**src/rtl/apu_frame_sequencer_pkg.sv**
```systemverilog
// Shared APU frame-sequencer definitions: NTSC step counts, mode encoding, FSM states.
package apu_pkg;

    localparam int unsigned CW          = 16;
    localparam int unsigned DW          = 2;
    localparam int unsigned WRITE_DELAY = 3;

    localparam logic [CW-1:0] Q1 = 16'd7457;
    localparam logic [CW-1:0] Q2 = 16'd14913;
    localparam logic [CW-1:0] Q3 = 16'd22371;
    localparam logic [CW-1:0] Q4 = 16'd29829;
    localparam logic [CW-1:0] Q5 = 16'd37281;

    // IRQ is raised over the last two counts of a 4-step period
    localparam logic [CW-1:0] IRQ_ARM = Q4 - 16'd1;

    localparam logic MODE_4STEP = 1'b0;
    localparam logic MODE_5STEP = 1'b1;

    typedef logic [0:0] fsmState_t;
    localparam fsmState_t RUN     = 1'b0;
    localparam fsmState_t PENDING = 1'b1;

endpackage

```
**src/rtl/apu_frame_sequencer_if.sv**
```systemverilog
// CPU-side register strobes and frame-clock enables of the APU frame sequencer.
interface apu_frame_sequencer_if;

    logic       reg_wr;
    logic [7:0] reg_data;
    logic       status_rd;
    logic       quarter_frame;
    logic       half_frame;
    logic       frame_irq;
    logic       mode;

    modport master (
        output reg_wr, reg_data, status_rd,
        input  quarter_frame, half_frame, frame_irq, mode
    );

    modport slave (
        input  reg_wr, reg_data, status_rd,
        output quarter_frame, half_frame, frame_irq, mode
    );

endinterface

```
**src/rtl/apu_frame_sequencer.sv**
```systemverilog
// Frame counter producing quarter/half-frame enable pulses and the frame IRQ,
// with the delayed restart that follows a $4017 write.
module apu_frame_sequencer
    import apu_pkg::*;
(
    input  logic                   clk,
    input  logic                   reset,
    apu_frame_sequencer_if.slave   bus
);

    logic [CW-1:0] count,    countNext;
    logic          modeQ,    modeNext;
    logic          inhibit,  inhibitNext;
    logic          irq,      irqNext;
    logic          quarter,  quarterNext;
    logic          half,     halfNext;
    fsmState_t     state,    stateNext;
    logic [DW-1:0] delay,    delayNext;
    logic          pendMode, pendModeNext;

    logic [CW-1:0] wrapCnt;
    logic          restart;
    logic          unusedData;

    // Only mode and inhibit bits of $4017 are meaningful here
    assign unusedData = ^bus.reg_data[5:0];

    always_comb begin
        stateNext    = state;
        delayNext    = delay;
        pendModeNext = pendMode;
        countNext    = count;
        modeNext     = modeQ;
        inhibitNext  = inhibit;
        irqNext      = irq;
        quarterNext  = 1'b0;
        halfNext     = 1'b0;

        wrapCnt = (modeQ == MODE_5STEP) ? Q5 : Q4;
        restart = (state == PENDING) && (delay == DW'(0)) && !bus.reg_wr;

        // Restart overrides any coinciding step match; 5-step gives an immediate clock
        if (restart) begin
            countNext   = '0;
            modeNext    = pendMode;
            quarterNext = (pendMode == MODE_5STEP);
            halfNext    = (pendMode == MODE_5STEP);
            stateNext   = RUN;
        end else begin
            countNext   = (count == wrapCnt) ? '0 : count + CW'(1);
            quarterNext = (count == Q1) || (count == Q2) || (count == Q3) || (count == wrapCnt);
            halfNext    = (count == Q2) || (count == wrapCnt);
        end

        // Any write (re)starts the delay; the last write before expiry wins
        if (bus.reg_wr) begin
            pendModeNext = bus.reg_data[7];
            inhibitNext  = bus.reg_data[6];
            delayNext    = DW'(WRITE_DELAY - 1);
            stateNext    = PENDING;
        end else if ((state == PENDING) && (delay != DW'(0))) begin
            delayNext = delay - DW'(1);
        end

        if (bus.status_rd || (bus.reg_wr && bus.reg_data[6])) begin
            irqNext = 1'b0;
        end
        if ((modeQ == MODE_4STEP) && !inhibit && ((count == IRQ_ARM) || (count == Q4))) begin
            irqNext = 1'b1;
        end
    end

    always_ff @(posedge clk) begin
        if (reset) begin
            state    <= RUN;
            delay    <= '0;
            pendMode <= MODE_4STEP;
            count    <= '0;
            modeQ    <= MODE_4STEP;
            inhibit  <= 1'b0;
            irq      <= 1'b0;
            quarter  <= 1'b0;
            half     <= 1'b0;
        end else begin
            state    <= stateNext;
            delay    <= delayNext;
            pendMode <= pendModeNext;
            count    <= countNext;
            modeQ    <= modeNext;
            inhibit  <= inhibitNext;
            irq      <= irqNext;
            quarter  <= quarterNext;
            half     <= halfNext;
        end
    end

    assign bus.quarter_frame = quarter;
    assign bus.half_frame    = half;
    assign bus.frame_irq     = irq;
    assign bus.mode          = modeQ;

endmodule
```
**src/flat_wrapper.sv**
```systemverilog
// flat-port wrapper written by rule: the top's interface ports become plain ports
module apu_frame_sequencer_flat import apu_pkg::*;
  (clk, reset, bus_reg_wr, bus_reg_data, bus_status_rd, bus_quarter_frame, bus_half_frame, bus_frame_irq, bus_mode);
  apu_frame_sequencer_if bus_i ();
  input  logic clk;
  input  logic reset;
  input wire logic [$bits(bus_i.reg_wr)-1:0] bus_reg_wr;
  input wire logic [$bits(bus_i.reg_data)-1:0] bus_reg_data;
  input wire logic [$bits(bus_i.status_rd)-1:0] bus_status_rd;
  output wire logic [$bits(bus_i.quarter_frame)-1:0] bus_quarter_frame;
  output wire logic [$bits(bus_i.half_frame)-1:0] bus_half_frame;
  output wire logic [$bits(bus_i.frame_irq)-1:0] bus_frame_irq;
  output wire logic [$bits(bus_i.mode)-1:0] bus_mode;
  assign bus_i.reg_wr = bus_reg_wr;
  assign bus_i.reg_data = bus_reg_data;
  assign bus_i.status_rd = bus_status_rd;
  assign bus_quarter_frame = bus_i.quarter_frame;
  assign bus_half_frame = bus_i.half_frame;
  assign bus_frame_irq = bus_i.frame_irq;
  assign bus_mode = bus_i.mode;
  apu_frame_sequencer u_core (.clk(clk), .reset(reset), .bus(bus_i));
endmodule
```
**config.mk**
```make
export PLATFORM = sky130hd
export DESIGN_NAME = apu_frame_sequencer_flat
export DESIGN_NICKNAME = d
export VERILOG_FILES = /design/src/rtl/apu_frame_sequencer_pkg.sv /design/src/rtl/apu_frame_sequencer_if.sv /design/src/rtl/apu_frame_sequencer.sv /design/src/flat_wrapper.sv
export SDC_FILE = /design/constraint.sdc
export NUM_CORES = 1
export LEC_CHECK = 0
export BUFFER_PORTS_ARGS = -buffer_cell sky130_fd_sc_hd__buf_2
export CORE_MARGIN = 2
export CORE_UTILIZATION = 60
export DETAILED_ROUTE_END_ITERATION = 6
export PLACE_DENSITY_LB_ADDON = 0.1
export SYNTH_ARGS = -nofsm -noshare
export SYNTH_HDL_FRONTEND = slang
export SYNTH_SLANG_ARGS = --single-unit
```
**constraint.sdc**
```tcl
create_clock -name clk -period 3.5 [get_ports clk]
set_clock_uncertainty 0.15 [all_clocks]
set_input_delay 0.525 -clock clk [delete_from_list [all_inputs] [get_ports clk]]
set_output_delay 0.525 -clock clk [all_outputs]
set_load 0.05 [all_outputs]
```
### After elaboration in Yosys (flattened, before gate mapping)

Cells that the tools add are included.

| word-level totals | value |
|---|---|
| input port bits | 12 |
| logic and storage cells | 49 |
| register bits after elaboration | 25 |
| memories | 0 |
| output and inout port bits | 4 |
| memory bits (writable) | 0 |
| memory bits (read-only) | 0 |
| bits in latches | 0 |

| cells by class | value |
|---|---|
| $add $sub $neg | 2 |
| div/mod/pow operators | 0 |
| equality and inequality tests | 6 |
| shift operators | 0 |
| bitwise logic cells | 1 |
| reduce and logical (&&, ||, !) cells | 21 |
| multiplexer cells | 9 |
| multipliers | 0 |
| magnitude comparators | 0 |

Operators by type and width:

| kind | count |
|---|---|
| 16-bit by 15-bit == test with 1-bit output (second input constant) | 3 |
| 16-bit by 1-bit adder with 16-bit output (second input constant) | 1 |
| 16-bit by 13-bit == test with 1-bit output (second input constant) | 1 |
| 16-bit by 14-bit == test with 1-bit output (second input constant) | 1 |
| 16-bit == test | 1 |
| 16-bit two-way mux | 1 |
| 2-bit nonzero test | 4 |
| 1-bit logical AND | 6 |
| 1-bit logical OR | 6 |
| 1-bit two-way mux | 6 |
| 2-bit two-way mux | 2 |
| 3-bit OR reduction | 1 |
| 1-bit logical NOT | 2 |
| 2-bit logical NOT | 1 |
| 2-bit OR reduction | 1 |
| 2-bit by 1-bit subtractor with 2-bit output (second input constant) | 1 |
| 1-bit inverter | 1 |

### Logic depth before layout (Yosys ltp)

Gate-level depths: netlist (run 1).

| depth | value |
|---|---|
| depth in word-level cells | 5 |
| depth in mapped cells | 8 |
| depth with buffers taken out | 7 |

### Worst setup path before layout (run 1)

OpenSTA, ideal clock, no wires.

| path | value |
|---|---|
| path kind | flip-flop to flip-flop |
| start point | register u_core.modeQ, in the netlist u_core.bus.mode |
| end point | register u_core.count[11] |
| data required time | 3.235 ns |
| period minus slack after synthesis | 2.088 ns |
| stages on the path, launching flop included | 8 |
| path buffers | 2 |
| path slack | 1.412 ns |
| arrival time | 1.823 ns |
| library setup time | 0.115 ns |
| cell sequence | dfxtp_1 and3b_2 o2111ai_1 nor4_2 or2_1 buf_6 buf_12 nor2_1 |

| between the ends | value |
|---|---|
| longest elaborated chain between the ends | 3 |

Ends and longest elaborated chain:

| what | line | text |
|---|---|---|
| start: declaration | apu_frame_sequencer.sv:12 | `logic modeQ, modeNext;` |
| start signal: assignment | apu_frame_sequencer.sv:89 | `modeQ <= modeNext;` |
| 16-bit two-way mux | apu_frame_sequencer.sv:39 | `wrapCnt = (modeQ == MODE_5STEP) ? Q5 : Q4;` |
| 16-bit == test | apu_frame_sequencer.sv:50 | `countNext = (count == wrapCnt) ? '0 : count + CW'(1);` |
| 3-bit OR reduction (no source line) | n/a |  |
| end signal: assignment | apu_frame_sequencer.sv:88 | `count <= countNext;` |
| end: declaration | apu_frame_sequencer.sv:11 | `logic [CW-1:0] count, countNext;` |

Every way passes these cells.
A chain may end at the register's enable or synchronous reset.

### Final worst setup path (run 1)

| path | value |
|---|---|
| start point | register u_core.count[10] |
| end point | register u_core.count[14] |

| between the ends | value |
|---|---|
| longest elaborated chain between the ends | 2 |
| elaborated cells between the ends (all ways) | 3 |
| those cells by class | 1 x add/sub; 1 x eq/ne; 1 x reduce/logical |

Ends and longest elaborated chain:

| what |
|---|
| branches (longest 2 deep; another with 16-bit by 1-bit adder with 16-bit output) |

Several ways; the timed one is not identified.

==> impl_metrics.tcl, run 1 <==
set metrics [dict create \
    ir_worst_vdd_mv 0.288 \
    grt-ovfl-total 0 \
    cap_violations 0 \
    ys_types 38 \
    ant_nets 0 \
    dieWidth_um 50.0 \
    cts.path.max_buffers 2 \
    synthCells 149 \
    drc 0 \
    clk_pin_slew_ns 0.13 \
    antenna_found_initial 0 \
    rrSetupSlack_ns 1.35 \
    top_layer "met4" \
    synth-main-ff-cell "dfxtp_1" \
    synth_area_um2 1270 \
    worst_slew_pin_slew_ns 0.557 \
    numCtsBuffers 3 \
    placed_area_um2 1290 \
    synth_edf_count 0 \
    post-place-ws_ns 1.35 \
    synth_top_family_by_area "simple AND/OR/NAND/NOR gates" \
    cts.hold.buffers_added 0 \
    power_density_nw_per_um2 349 \
    grtUsageTotal 0.214 \
    top_regs "u_core.count (16), u_core.delay (2)" \
    finalCriticalPeriod_ns 2.15 \
    cp_data_arrival_time_ns 2.20 \
    rows 16 \
    place.gp.congestion 0.769 \
    io_pins 16 \
    maxSlewHeadroom 0.629 \
    syn_avg_cell_area_um2 8.52 \
    layout_setup_ws_ns 1.35 \
    largest_reg_flops 16 \
    drt_iter0_drc 11 \
    synthArstFlopShare 0 \
    end_kind "register" \
    start_util 0.641 \
    post_drt_wl_per_cell_um 12.7 \
    ys_warn_count 0 \
    finalHoldViolations 0 \
    finalSetupTns_ns 0 \
    yosys.area.top_type_share 0.394 \
    synthTopCellsByArea "dfxtp_1, nor2_1, xnor2_1" \
    cts.sinks 25 \
    layout-drive-gt1-share 0.0903 \
    fin_crit_sh 0.613 \
    h-tree-depth 1 \
    worstPathRequired_ns 3.55 \
    wl_met2_mm 1.08 \
    syn_to_final_growth_pct 3.84 \
    dpl.hpwl_mm 1.74 \
    grt_pass1_vias 1013 \
    synth_nets 165 \
    grt_pass1_wl_mm 4.23 \
    hp-class "input pin to register" \
    start_kind "register" \
    grt_max_degree 17 \
    cts_setup_buffers 0 \
    dr.pass1.iters 4 \
    synth_top_area_cell "dfxtp_1" \
    fin_util 0.665 \
    rsz0062_at_grt "no" \
    synth_xor_area_frac 0.103 \
    final_cell_area_um2 1320 \
    top_register "u_core.count" \
    routed-via-count 1011 \
    core_area_um2 1980 \
    synth_compound_area_frac 0.0700 \
    met1_length_mm 1.15 \
    synth_mux_area_frac 0 \
    power_leakage_nw 0.483 \
    fmax_mhz 466 \
    setup_viol 0 \
    cts_resized 0 \
    yosysSeqAreaShare 0.394 \
    insertion_delay_ns 0.32 \
    num_antenna_cells 0 \
    viasPerCell 5.55 \
    ys_ff_latch 25 \
    crit_fanout 16 \
    cts_tree "yes" \
    synth_fa_ha_area_frac 0.0394 \
    outcome "complete, no violations" \
    nets 172 \
    port_buffers 9 \
    chipHeight_um 50.0 \
    synth_simple_gate_area_frac 0.322 \
    routed_wl_mm 2.32 \
    die_area_um2 2500 \
    cts_root_buffer "clkbuf_4" \
    slew_violations 0 \
    crit_type "register to register" \
    met3WireLength_um 53 \
]
synthesized netlist by cell type, types with 3 or more instances:
library cell  instances
a21oi_1               5
and3_1                3
and3b_1               3
dfxtp_1              25
ha_1                  4
inv_1                 9
nand2_1              10
nand2b_1              3
nand3_1               5
nand4_1               6
nor2_1               24
nor3_1                5
o21ai_0               4
xnor2_1              10
xor2_1                5
cells in the final DEF (no fill, tap or decap), types with 2 or more instances in the layout:
cell type,synthesis,layout
a21oi_1,5,5
xnor2_1,10,10
nand2b_1,3,3
dfxtp_1,25,25
nand2_1,10,10
ha_1,4,4
inv_1,9,9
nor2b_1,2,2
nor3b_1,2,2
xor2_1,5,5
nand3_1,5,5
o21ai_0,4,4
clkbuf_4,0,3
nor3_1,5,5
and3b_1,3,3
buf_2,1,9
nor2_1,24,24
nand3b_1,2,2
nand4_1,6,6
nor4_1,2,2
and3_1,3,3
cell type report:
class                           count  area, um^2
Fill cell                         174         663
Inverter                            9        33.8
Sequential cell                    25         500
Timing Repair Buffer                9        45.0
Clock buffer                        4        26.3
Tap cell                           27        33.8
Multi-Input combinational cell    108         679
per-stage QoR:
| stage | hold slack [ns] | cells | power, mW |
|---|---|---|---|
| floorplan | 0.290 | 149 | 0.331 |
| global placement | 0.305 | 178 | 0.334 |
| detailed placement | 0.315 | 178 | 0.336 |
| CTS | 0.284 | 182 | 0.460 |
| global route | 0.294 | 182 | 0.477 |
| finish | 0.281 | 182 | 0.460 |
report_power, final:
group / total (mW) / switching (mW) / internal (mW)
combinational: 0.0321 / 0.0196 / 0.0125
sequential: 0.297 / 0.00612 / 0.291
clock: 0.130 / 0.0854 / 0.0446
total: 0.460 / 0.111 / 0.348
final timing paths:
| kind | startpoint | end | cells after the start |
|---|---|---|---|
| setup reg to reg | u_core.count[10] | u_core.count[14] | 5 |
| setup / recovery | u_core.count[10] | u_core.count[14] | 5 |
| hold / removal | bus_reg_data[7] | u_core.pendMode | 3 |
| hold reg to reg | u_core.inhibit | u_core.inhibit | 2 |
critical path, cell delays in order (launching register included):
cell	delay, ns
dfxtp_1	0.52
nor3b_1	0.23
o2111ai_1	0.14
nor4_2	0.37
or2_1	0.51
nor2_1	0.11
cell families after synthesis:
logic type | after synthesis
adder cells (fa/ha/maj) | 4
AND/OR/NAND/NOR | 75
XOR/XNOR | 15
flip-flops | 25
buffers and inverters | 16
AO/OA/AOI/OAI | 14
per-layer routing:
metal,vias up,global-route usage
li1,514,-
met1,473,0.269
met2,17,0.360
met3,7,0.0303
met4,0,0.0926
met5,-,0
Power figures use the tool's default switching activity.
==> run 2: changes to the inputs <==
--- a/config.mk
+++ b/config.mk
@@ -5,9 +5,10 @@
 export SDC_FILE = /design/constraint.sdc
 export NUM_CORES = 1
 export LEC_CHECK = 0
+export ABC_AREA = 1
 export BUFFER_PORTS_ARGS = -buffer_cell sky130_fd_sc_hd__buf_2
 export CORE_MARGIN = 2
-export CORE_UTILIZATION = 60
+export CORE_UTILIZATION = 57
 export DETAILED_ROUTE_END_ITERATION = 6
 export PLACE_DENSITY_LB_ADDON = 0.1
 export SYNTH_ARGS = -nofsm -noshare
==> constraint.sdc (replaced) <==
create_clock -name clk -period 2.07 [get_ports clk]
set_clock_uncertainty 0.15 [all_clocks]
set_input_delay 0.3105 -clock clk [delete_from_list [all_inputs] [get_ports clk]]
set_output_delay 0.3105 -clock clk [all_outputs]
set_load 0.05 [all_outputs]
==> run 2 against run 1 <==
First-iteration DRC count grew to 5.5 times the previous value. Maximum frequency grew 29%. Final cell count grew 39%. Critical endpoint is now u_core.count[4]. Largest cell class unchanged. Highest routed layer unchanged.
==> impl_metrics.tcl, run 2 <==
set metrics [dict create \
    outcome "complete, no violations" \
    p_sw_mw 0.192 \
    syn_avg_cell_area_um2 6.49 \
    die_area_um2 2830 \
    holdWs_ns 0.0544 \
    top_register "u_core.count" \
    io_pins 16 \
    antenna_found_initial 0 \
    synthCells 213 \
    numCtsBuffers 3 \
    crit_chain "ha_1 -> inv_1 -> nor3_1 -> nand2_1 -> nor2_1 -> nand2_2 -> nand2_4 -> nor2_1" \
    path_delay_family "simple AND/OR/NAND/NOR gates" \
    p_int_mw 0.587 \
    pwr-share-clk 0.278 \
    grt-ovfl-total 0 \
    crit_path_top_delay_cell "dfxtp_1" \
    power_leakage_nw 0.635 \
    final_cell_mix "nand2_1, nor2_1, inv_1, dfxtp_1, nand3_1" \
    start_kind "register" \
    cp_data_arrival_time_ns 1.73 \
    ys_types 22 \
    nets 242 \
    ys_ff_latch 25 \
    rows 17 \
    chipHeight_um 53.2 \
    synthTopCellsByArea "dfxtp_1, nand2_1, nor2_1" \
    power_density_nw_per_um2 529 \
    finalSetupTns_ns 0 \
    layout_setup_ws_ns 0.402 \
    cpMostUsedCell "nor2_1" \
    worstPathRequired_ns 2.13 \
    comb_power_share 0.078 \
    drt_iter0_drc 61 \
    setup_viol 0 \
    hp-class "input pin to register" \
    grt_max_degree 17 \
    synth-main-ff-cell "dfxtp_1" \
    cts.path.max_buffers 2 \
    cts_root_buffer "clkbuf_4" \
    dr.pass1.iters 6 \
    grtUsageTotal 0.235 \
    ant_nets 0 \
    cap_violations 0 \
    synth_nets 229 \
    dieWidth_um 53.2 \
    cts_resized 0 \
    slowest_delay_ns 0.42 \
    rsz0062_at_grt "no" \
    yosysSeqAreaShare 0.362 \
    seq_power_share 0.644 \
    ys_warn_count 0 \
    grt_pass1_vias 1160 \
    syn_to_final_growth_pct 6.70 \
    top_regs "u_core.count (16), u_core.delay (2)" \
    h-tree-depth 1 \
    cts.hold.buffers_added 0 \
    worst-path-buf-inv 1 \
    port_buffers 9 \
    start_util 0.613 \
    post_drt_wl_per_cell_um 11.1 \
    synthTopCellsByCount "nand2_1, nor2_1, inv_1" \
    largest_reg_flops 16 \
    cts_setup_buffers 0 \
    final_common_cell "nand2_1" \
    crit_type "register to register" \
    finalHoldViolations 0 \
    synthArstFlopShare 0 \
    fin_crit_sh 0.806 \
    num_antenna_cells 0 \
    grt_pass1_wl_mm 4.90 \
    post-place-ws_ns 0.401 \
    synth_top_area_cell "dfxtp_1" \
    maxSlewHeadroom 0.737 \
    yosysMostFrequentCell "nand2_1" \
    dpl.hpwl_mm 2.25 \
    switching_share 0.246 \
    slew_violations 0 \
    worst_slew_pin_slew_ns 0.392 \
    fmax_mhz 599 \
    finalCriticalPeriod_ns 1.67 \
    core_area_um2 2250 \
    clk_pin_slew_ns 0.13 \
    place.gp.congestion 0.962 \
    cts.sinks 25 \
    yosys.area.top_type_share 0.362 \
    ir_worst_vdd_mv 0.423 \
    synth_area_um2 1380 \
    end_kind "register" \
    insertion_delay_ns 0.31 \
    viasPerCell 5.19 \
    drc 0 \
    cts_tree "yes" \
    routed-via-count 1314 \
    crit_fanout 16 \
    synth_edf_count 0 \
    layout-drive-gt1-share 0.0933 \
    routed_wl_mm 2.81 \
]
==> run 2: layout make-up <==
cell class | count | area [um^2]
Clock buffer | 3 | 22.5
Clock inverter | 1 | 5.00
Fill cell | 223 | 781
Inverter | 31 | 116
Multi-Input combinational cell | 156 | 749
Sequential cell | 25 | 500
Tap cell | 28 | 35.0
Timing Repair Buffer | 9 | 45.0
==> run 2: through the flow <==
stage               instances  utilization  power (mW)  instance area, um^2
detailed placement        249        0.642       0.574                 1450
finish                    253        0.654       0.779                 1470
floorplan                 213            -       0.559                 1380
global placement          249        0.642       0.570                 1450
global route              253        0.654       0.818                 1470
CTS                       253        0.654       0.788                 1470
==> run 2: worst reg2reg max path, delay by kind of cell, from the launching register on <==
family,cells,cell delay (ns)
adder cells (fa/ha/maj),1,0.26
flip-flops,1,0.42
AND/OR/NAND/NOR,6,0.70
buffers and inverters,1,0.06
==> run 2: routing by layer <==
layer | GRT usage | part of all wire | up-vias
met5 | 0 | 0 | -
met2 | 0.374 | 0.45 | 37
met4 | 0.0684 | 0.0075 | 0
met1 | 0.323 | 0.49 | 590
met3 | 0.0367 | 0.053 | 4
li1 | - | - | 683
==> run 2: power by group through the flow <==
stage / logic (mW) / registers [mW] / clock network (mW)
6_report: 0.0612 / 0.502 / 0.216
5_1_grt: 0.0716 / 0.504 / 0.243
4_1_cts: 0.0623 / 0.502 / 0.224
3_5_place_dp: 0.0618 / 0.512 / 0
3_3_place_gp: 0.0586 / 0.512 / 0
2_1_floorplan: 0.0456 / 0.513 / 0
==> run 2: cell families (layout without fill, tap and decap cells) <==
kind of cell,Yosys count,after routing,synth area share
AO/OA/AOI/OAI,18,18,0.0688
XOR/XNOR,7,7,0.0444
adder cells (fa/ha/maj),4,4,0.0362
buffers and inverters,32,44,0.0951
flip-flops,25,25,0.362
AND/OR/NAND/NOR,127,127,0.393
==> run 2: path summary, 6_finish.rpt <==
path	startpoint	to	slack [ns]	cells after the start
worst max-delay path	u_core.count[0]	u_core.count[4]	0.40	8
worst min-delay path	reset	u_core.bus.frame_irq	0.05	2
worst max register to register	u_core.count[0]	u_core.count[4]	0.40	8
worst min register to register	u_core.count[0]	u_core.count[0]	0.34	1
